`src/rtl/alu_control_seq_if.sv`:
```
// Request/result bundle between main control and alu_control_seq.
// Handshake: a request transfers on a cycle where valid_i & ready_o are both high; the producer holds valid_i/ALUOp/Funct until then.
interface alu_control_seq_if #(
  parameter int OP_W = 3
);
  logic            valid_i;
  logic [1:0]      ALUOp;
  logic [5:0]      Funct;
  logic            ready_o;
  logic [OP_W-1:0] Op;
  logic            op_valid;
  logic            illegal;
  logic            mdu_start;
  logic            mdu_div;
  logic            mdu_signed;
  logic            mdu_busy;
  logic            mdu_done;
  logic            hilo_we;
  logic            stall;
  logic [1:0]      dbg_state;

  modport master (
    output valid_i, ALUOp, Funct,
    input  ready_o, Op, op_valid, illegal, mdu_start, mdu_div, mdu_signed,
           mdu_busy, mdu_done, hilo_we, stall, dbg_state
  );

  modport slave (
    input  valid_i, ALUOp, Funct,
    output ready_o, Op, op_valid, illegal, mdu_start, mdu_div, mdu_signed,
           mdu_busy, mdu_done, hilo_we, stall, dbg_state
  );
endinterface

```
`src/rtl/alu_control_seq.sv`:
```
// Registered ALU control decoder with a multiply/divide sequencer.
// Define ALUCTL_MDU_EN to build the MDU decode, FSM and busy counter; otherwise MDU functs decode as illegal.
module alu_control_seq #(
  parameter int OP_W       = 3,
  parameter int MUL_CYCLES = 32,
  parameter int DIV_CYCLES = 32,
  parameter int CNT_W      = 6
) (
  input logic               clk,
  input logic               reset,
  alu_control_seq_if.slave  bus
);

  if (OP_W < 3 || MUL_CYCLES < 1 || DIV_CYCLES < 1 ||
      MUL_CYCLES > (1 << CNT_W) || DIV_CYCLES > (1 << CNT_W)) begin : g_bad_params
    $error("alu_control_seq: parameter out of range");
  end

  logic            ready;
  logic            accept;
  logic [2:0]      dec_op;
  logic            dec_ill;
  logic            dec_mdu;
  logic [OP_W-1:0] op_q;
  logic            ill_q;
  logic            opv_q;

  assign accept = bus.valid_i & ready;

  always_comb begin
    dec_op  = 3'b010;
    dec_ill = 1'b0;
    dec_mdu = 1'b0;
    case (bus.ALUOp)
      2'b00: dec_op = 3'b010;
      2'b10: begin
        case (bus.Funct)
          6'b100000: dec_op = 3'b010;
          6'b100010: dec_op = 3'b110;
          6'b100100: dec_op = 3'b000;
          6'b100101: dec_op = 3'b001;
          6'b101010: dec_op = 3'b111;
`ifdef ALUCTL_MDU_EN
          6'b011000, 6'b011001, 6'b011010, 6'b011011: dec_mdu = 1'b1;
`endif
          default:   dec_ill = 1'b1;
        endcase
      end
      default: dec_op = 3'b110;
    endcase
  end

  // An MDU accept leaves Op untouched but still clears illegal.
  always_ff @(posedge clk) begin
    if (reset) begin
      op_q  <= OP_W'(3'b010);
      ill_q <= 1'b0;
      opv_q <= 1'b0;
    end else begin
      opv_q <= accept & ~dec_mdu;
      if (accept) begin
        ill_q <= dec_ill;
        if (!dec_mdu) op_q <= OP_W'(dec_op);
      end
    end
  end

  assign bus.Op       = op_q;
  assign bus.illegal  = ill_q;
  assign bus.op_valid = opv_q;
  assign bus.ready_o  = ready;
  assign bus.stall    = ~ready;

`ifdef ALUCTL_MDU_EN
  typedef enum logic [1:0] {
    IDLE     = 2'd0,
    MDU_RUN  = 2'd1,
    MDU_DONE = 2'd2
  } state_t;

  state_t           state_q;
  state_t           state_d;
  logic [CNT_W-1:0] cnt_q;
  logic             start_q;
  logic             div_q;
  logic             sgn_q;

  // Counter holds remaining busy cycles minus one; zero means last busy cycle.
  always_ff @(posedge clk) begin
    if (reset) begin
      state_q <= IDLE;
      cnt_q   <= '0;
      start_q <= 1'b0;
      div_q   <= 1'b0;
      sgn_q   <= 1'b0;
    end else begin
      state_q <= state_d;
      start_q <= accept & dec_mdu;
      if (accept && dec_mdu) begin
        cnt_q <= bus.Funct[1] ? CNT_W'(DIV_CYCLES - 1) : CNT_W'(MUL_CYCLES - 1);
        div_q <= bus.Funct[1];
        sgn_q <= ~bus.Funct[0];
      end else if (state_q == MDU_RUN && cnt_q != '0) begin
        cnt_q <= cnt_q - CNT_W'(1);
      end
    end
  end

  always_comb begin
    state_d = state_q;
    case (state_q)
      IDLE:     if (accept && dec_mdu) state_d = MDU_RUN;
      MDU_RUN:  if (cnt_q == '0) state_d = MDU_DONE;
      MDU_DONE: state_d = IDLE;
      default:  state_d = IDLE;
    endcase
  end

  assign ready          = (state_q == IDLE);
  assign bus.mdu_start  = start_q;
  assign bus.mdu_div    = div_q;
  assign bus.mdu_signed = sgn_q;
  assign bus.mdu_busy   = (state_q == MDU_RUN);
  assign bus.mdu_done   = (state_q == MDU_DONE);
  assign bus.hilo_we    = (state_q == MDU_DONE);
  assign bus.dbg_state  = state_q;
`else
  assign ready          = 1'b1;
  assign bus.mdu_start  = 1'b0;
  assign bus.mdu_div    = 1'b0;
  assign bus.mdu_signed = 1'b0;
  assign bus.mdu_busy   = 1'b0;
  assign bus.mdu_done   = 1'b0;
  assign bus.hilo_we    = 1'b0;
  assign bus.dbg_state  = 2'd0;
`endif

endmodule

```
`src/flat_wrapper.sv`:
```
// flat-port wrapper written by rule: the top's interface ports become plain ports
module alu_control_seq_flat 
#(
  parameter int OP_W       = 3,
  parameter int MUL_CYCLES = 32,
  parameter int DIV_CYCLES = 32,
  parameter int CNT_W      = 6
)
  (clk, reset, bus_valid_i, bus_ALUOp, bus_Funct, bus_ready_o, bus_Op, bus_op_valid, bus_illegal, bus_mdu_start, bus_mdu_div, bus_mdu_signed, bus_mdu_busy, bus_mdu_done, bus_hilo_we, bus_stall, bus_dbg_state);
  alu_control_seq_if #(.OP_W(OP_W)) bus_i ();
  input logic clk;
  input logic reset;
  input wire logic [$bits(bus_i.valid_i)-1:0] bus_valid_i;
  input wire logic [$bits(bus_i.ALUOp)-1:0] bus_ALUOp;
  input wire logic [$bits(bus_i.Funct)-1:0] bus_Funct;
  output wire logic [$bits(bus_i.ready_o)-1:0] bus_ready_o;
  output wire logic [$bits(bus_i.Op)-1:0] bus_Op;
  output wire logic [$bits(bus_i.op_valid)-1:0] bus_op_valid;
  output wire logic [$bits(bus_i.illegal)-1:0] bus_illegal;
  output wire logic [$bits(bus_i.mdu_start)-1:0] bus_mdu_start;
  output wire logic [$bits(bus_i.mdu_div)-1:0] bus_mdu_div;
  output wire logic [$bits(bus_i.mdu_signed)-1:0] bus_mdu_signed;
  output wire logic [$bits(bus_i.mdu_busy)-1:0] bus_mdu_busy;
  output wire logic [$bits(bus_i.mdu_done)-1:0] bus_mdu_done;
  output wire logic [$bits(bus_i.hilo_we)-1:0] bus_hilo_we;
  output wire logic [$bits(bus_i.stall)-1:0] bus_stall;
  output wire logic [$bits(bus_i.dbg_state)-1:0] bus_dbg_state;
  assign bus_i.valid_i = bus_valid_i;
  assign bus_i.ALUOp = bus_ALUOp;
  assign bus_i.Funct = bus_Funct;
  assign bus_ready_o = bus_i.ready_o;
  assign bus_Op = bus_i.Op;
  assign bus_op_valid = bus_i.op_valid;
  assign bus_illegal = bus_i.illegal;
  assign bus_mdu_start = bus_i.mdu_start;
  assign bus_mdu_div = bus_i.mdu_div;
  assign bus_mdu_signed = bus_i.mdu_signed;
  assign bus_mdu_busy = bus_i.mdu_busy;
  assign bus_mdu_done = bus_i.mdu_done;
  assign bus_hilo_we = bus_i.hilo_we;
  assign bus_stall = bus_i.stall;
  assign bus_dbg_state = bus_i.dbg_state;
  alu_control_seq #(.OP_W(OP_W), .MUL_CYCLES(MUL_CYCLES), .DIV_CYCLES(DIV_CYCLES), .CNT_W(CNT_W)) u_core (.clk(clk), .reset(reset), .bus(bus_i));
endmodule
```
`config.mk`:
```
export PLATFORM = sky130hd
export DESIGN_NAME = alu_control_seq_flat
export DESIGN_NICKNAME = d
export VERILOG_FILES = /design/src/rtl/alu_control_seq_if.sv /design/src/rtl/alu_control_seq.sv /design/src/flat_wrapper.sv
export SDC_FILE = /design/constraint.sdc
export NUM_CORES = 1
export LEC_CHECK = 0
export CORE_AREA = 2 2 39 41
export DETAILED_ROUTE_END_ITERATION = 10
export DIE_AREA = 0 0 41 43
export PLACE_DENSITY_LB_ADDON = 0.12
export SYNTH_ARGS = -nofsm -noshare
export SYNTH_HDL_FRONTEND = slang
export SYNTH_SLANG_ARGS = --single-unit
```
`constraint.sdc`:
```
create_clock -name clk -period 0.9 [get_ports clk]
set_clock_uncertainty 0.05 [all_clocks]
set_input_delay 0.18 -clock clk [delete_from_list [all_inputs] [get_ports clk]]
set_output_delay 0.18 -clock clk [all_outputs]
set_load 0.01 [all_outputs]
```
# == Word-level counts from Yosys, hierarchy flattened ==
# Index checks and enable logic that the tools add are counted.
# totals
regBits,5
elab_cells,15
out_inout_bits,15
input_bits,11
# classes
eq_ne,6
n_mux,4
reduce_logical,2
# ops
operator,count
equality test 6 bit (second input constant),5
case mux 3 bit (4 select lines),1
case mux 3 bit (2 select lines),1
OR reduction 5 bit,1
equality test 2 bit (second input constant),1
logical NOT 2 bit,1
2-to-1 mux 1 bit,2

# == Depth between registers and ports, before layout ==
# logic_depth
word_depth,4
ltp_mapped,3
depth_no_buf,3

# == Worst setup path before layout ==
# No wires, ideal clock.
# synth_timing
path_type,input -> register
startpoint,in bus_Funct[1]
endpoint,"reg u_core.op_q[0], in the netlist u_core.bus.Op[0]"
required_ps,733
path_buffers,0
path_stages,3
arrival_ps,768
setup_ps,117
setup_slack_ps,-36
cell_sequence,nor3b_2 -> a22o_1 -> a32o_1
# synth_between
elab_chain_len,3
elab_cells_between_ends,6
cone_classes,4 x eq/ne; 2 x mux
# synth_rtl
element,line_no,rtl
"start, declared",flat_wrapper.sv:15,input wire logic [$bits(bus_i.Funct)-1:0] bus_Funct;
equality test 6 bit,alu_control_seq.sv:37,case (bus.Funct)
case mux 3 bit (4 select lines) (*),alu_control_seq.sv:37,
case mux 3 bit (2 select lines) (*),alu_control_seq.sv:34,case (bus.ALUOp)
"end signal, assigned",alu_control_seq.sv:56,op_q <= OP_W'(3'b010);
"end signal, assigned",alu_control_seq.sv:63,if (!dec_mdu) op_q <= OP_W'(dec_op);
"end, declared",alu_control_seq.sv:24,logic [OP_W-1:0] op_q;
# Every way passes the cells marked *; elsewhere a longest branch is shown, timed or not.
# A chain may end at the register's enable or synchronous reset.

# == Worst setup path after layout ==
# layout_timing
startpoint,"reg u_core.op_q[1], in the netlist u_core.bus.Op[1]"
endpoint,out bus_Op[1]
# layout_lines
element,line_no,rtl
"end, declared",flat_wrapper.sv:17,output wire logic [$bits(bus_i.Op)-1:0] bus_Op;
# No word-level cell between the ends.

==> reports/summary.txt <==
Pleak - 0.259 nW
Max incr delay on CP - 0.32 ns
WHS Endpoint - u_core.bus.op_valid
Die height - 43 µm
Distinct cells, synth - 17
Sequential Power Share - 37.2%
Core box area - 1380 µm²
IO buf count - 15
CTS Buf Count - 3
YS warnings - 0
Final setup viols - 3
DR vias - 295
EDFF count, synth - 0
Final min period - 0.903 ns
Clock Latency Late Sink - 0.24 ns
Achievable frequency - 1110 MHz
Worst slack at placement - -0.502 ns
Crit path DAT - 0.67 ns
Flop2flop setup slack - 0.11 ns
Routability-driven placement congestion ratio - 0.605
Largest net degree at the start of global routing - 5
DP HPWL - 544 µm
Hold Startpoint - bus_valid_i
Clock buffer depth - 2
Required time of the critical path - 0.67 ns
Crit end category - output pin
TritonCTS clock tree - yes
Final worst slack - -0.00291 ns
Vias in the first global route - 268
Ys async rst share - 0%
N_diodes - 0
I/O pin count - 26
Vias per cell - 3.93
Combinational power share - 21.1%
CTS sink count - 5
Sw Pwr - 0.000160 W
Final Hold Vio Count - 0
Area grow syn2layout - 67.1%
Post-route DRC - 0
Mapped Area - 315 µm²
First-pass GRT wire length - 1000 µm
First-pass iteration count of the detailed router - 3
Post-synth top flop - dfxtp_1
Hold_buf cts - 0
Clock power frac - 41.7%
Gr usage total - 9.23%
WHS - 0.239 ns
Initial DRC count - 3
DRT antenna net count - 0
CTS Root Cell - clkbuf_4
Die Wd - 41 µm
Internal power - 0.000471 W
Critical Path Fanout Max - 2
Synth Register Bits - 5
Peak VDD IR - 381 µV
Startpoint Class - flip-flop
CTS clk-pin slew, worst paths - 0.04 ns
Buf/Inv on CP - 1
Ratio of final minimum period to clock period - 100%
Reg-to-Reg End - u_core.bus.Op[0]
Routed len/inst - 8.99 µm
Cell Pwr Density - 1200 nW/µm²
Critical path type - flip-flop to output pin
Final nets - 71
Max_cap viols - 0
Slew Viols, Final - 0
Worst Hold Depth - 2
Initial Utilization - 22.8%
Syn Inst Count - 34
Initial antenna violation count - 0
R2R cell count - 2
Status - complete, but fails checks
Hold WC Path Type - input pin to flip-flop
Critical path's slowest cell - dfxtp_2
Violations in the final reports - negative setup slack
Cell Chain, Critical Path - buf_6
Seq/Total Area, Yosys - 31.7%
Layout cells sized above 1 - 49.2%
Crit path max-delay family - flip-flops
Grt ovf - 0
Drt total wl - 674 µm
FF-to-FF Start - u_core.bus.Op[0]
Syn Area/Cell - 9.27 µm²
H-Tree Depth - 1
Rows - 14
Die ar. - 1760 µm²
Sw Share - 25.4%
RSZ-0062 raised after global routing - yes
-- per-stage QoR --
stage          setup TNS [ns]  cells  util [%]  total power [W]  instance area, µm²
2_1_floorplan               0     42         -         0.000320                 345
3_3_place_gp            -2.73     70      35.6         0.000379                 493
3_5_place_dp            -2.82     70      35.6         0.000381                 493
4_1_cts               -0.0408     75      38.2         0.000644                 529
5_1_grt                -0.113     75      38.1         0.000672                 527
6_report             -0.00669     75      38.1         0.000631                 527
-- metal layers --
metal,wire length [µm],share of wire (%),global-route usage [%],up-vias
met1,264,39,9.62,121
li1,-,-,-,149
met5,0,0,0,-
met2,311,46,11.9,20
met4,31,4.6,12.0,0
met3,67,9.9,3.14,5
-- synth_stat cells (2+ instances only) --
library cell / count / area (µm²)
conb_1: 2 / 7.51
nor2_1: 2 / 7.51
a31oi_1: 2 / 12.5
dfxtp_1: 5 / 100
buf_4: 10 / 75.1
a22o_1: 2 / 17.5
-- sequential cells by signal, summed over array words and instances, names as in the netlist --
signal               flops
u_core.bus.illegal       1
u_core.bus.Op            3
u_core.bus.op_valid      1
-- power groups by stage --
| stage | logic [W] | clock network, W | registers (W) |
|---|---|---|---|
| 2_1_floorplan | 0.0000799 | 0 | 0.000241 |
| 3_3_place_gp | 0.000143 | 0 | 0.000236 |
| 3_5_place_dp | 0.000144 | 0 | 0.000236 |
| 4_1_cts | 0.000135 | 0.000275 | 0.000234 |
| 5_1_grt | 0.000147 | 0.000290 | 0.000235 |
| 6_report | 0.000133 | 0.000263 | 0.000234 |
-- how the worst max path moves through the flow --
stage,endpoint,from,slack (ns),cells after the start
2_1_floorplan,u_core.bus.Op[0],bus_Funct[1],0.02,3
3_3_place_gp,u_core.bus.Op[0],reset,-0.49,4
3_5_place_dp,u_core.bus.Op[0],bus_Funct[2],-0.50,4
4_1_cts,bus_Op[1],u_core.bus.Op[1],-0.01,1
5_1_grt,bus_Op[2],u_core.bus.Op[2],-0.03,1
6_report,bus_Op[1],u_core.bus.Op[1],-0.003,1
-- kinds of logic after synthesis --
family,after synthesis,share of synthesized area [%]
simple gates,10,23.8
compound gates,6,15.1
other cells,2,2.38
flops,5,31.7
buf+inv,10,23.8
mux,1,3.17
-- final cells by class --
class	instances	area (µm²)
fill	161	857
timing repair buffer	23	194
multi-input combinational	27	181
sequential	5	105
clock buffer	4	26.3
tap	16	20.0
-- placed cells by master, fill, tap and decap left out --
cell type	instances
clkbuf_1	1
dfxtp_2	4
a211oi_1	1
nor2b_4	1
nor3_1	1
and2b_2	1
dlygate4sd2_1	6
clkbuf_4	3
clkbuf_2	1
buf_6	4
dfxtp_1	1
clkdlybuf4s15_1	1
buf_4	8
clkdlybuf4s15_2	1
buf_2	2
and3b_2	1
a31oi_1	2
nand3_2	1
nor3b_2	2
a22o_1	2
nor2_1	2
conb_1	10
a32o_1	1
mux2i_1	1
nand2b_1	1
-- repair_timing --
item / 4_1_cts / 5_1_grt
pin swaps: 6 / 4
gates resized for setup: 46 / 3
setup endpoints to repair: 9 / 8
buffers inserted: 1 / 0
Power figures use the tool's default switching activity.
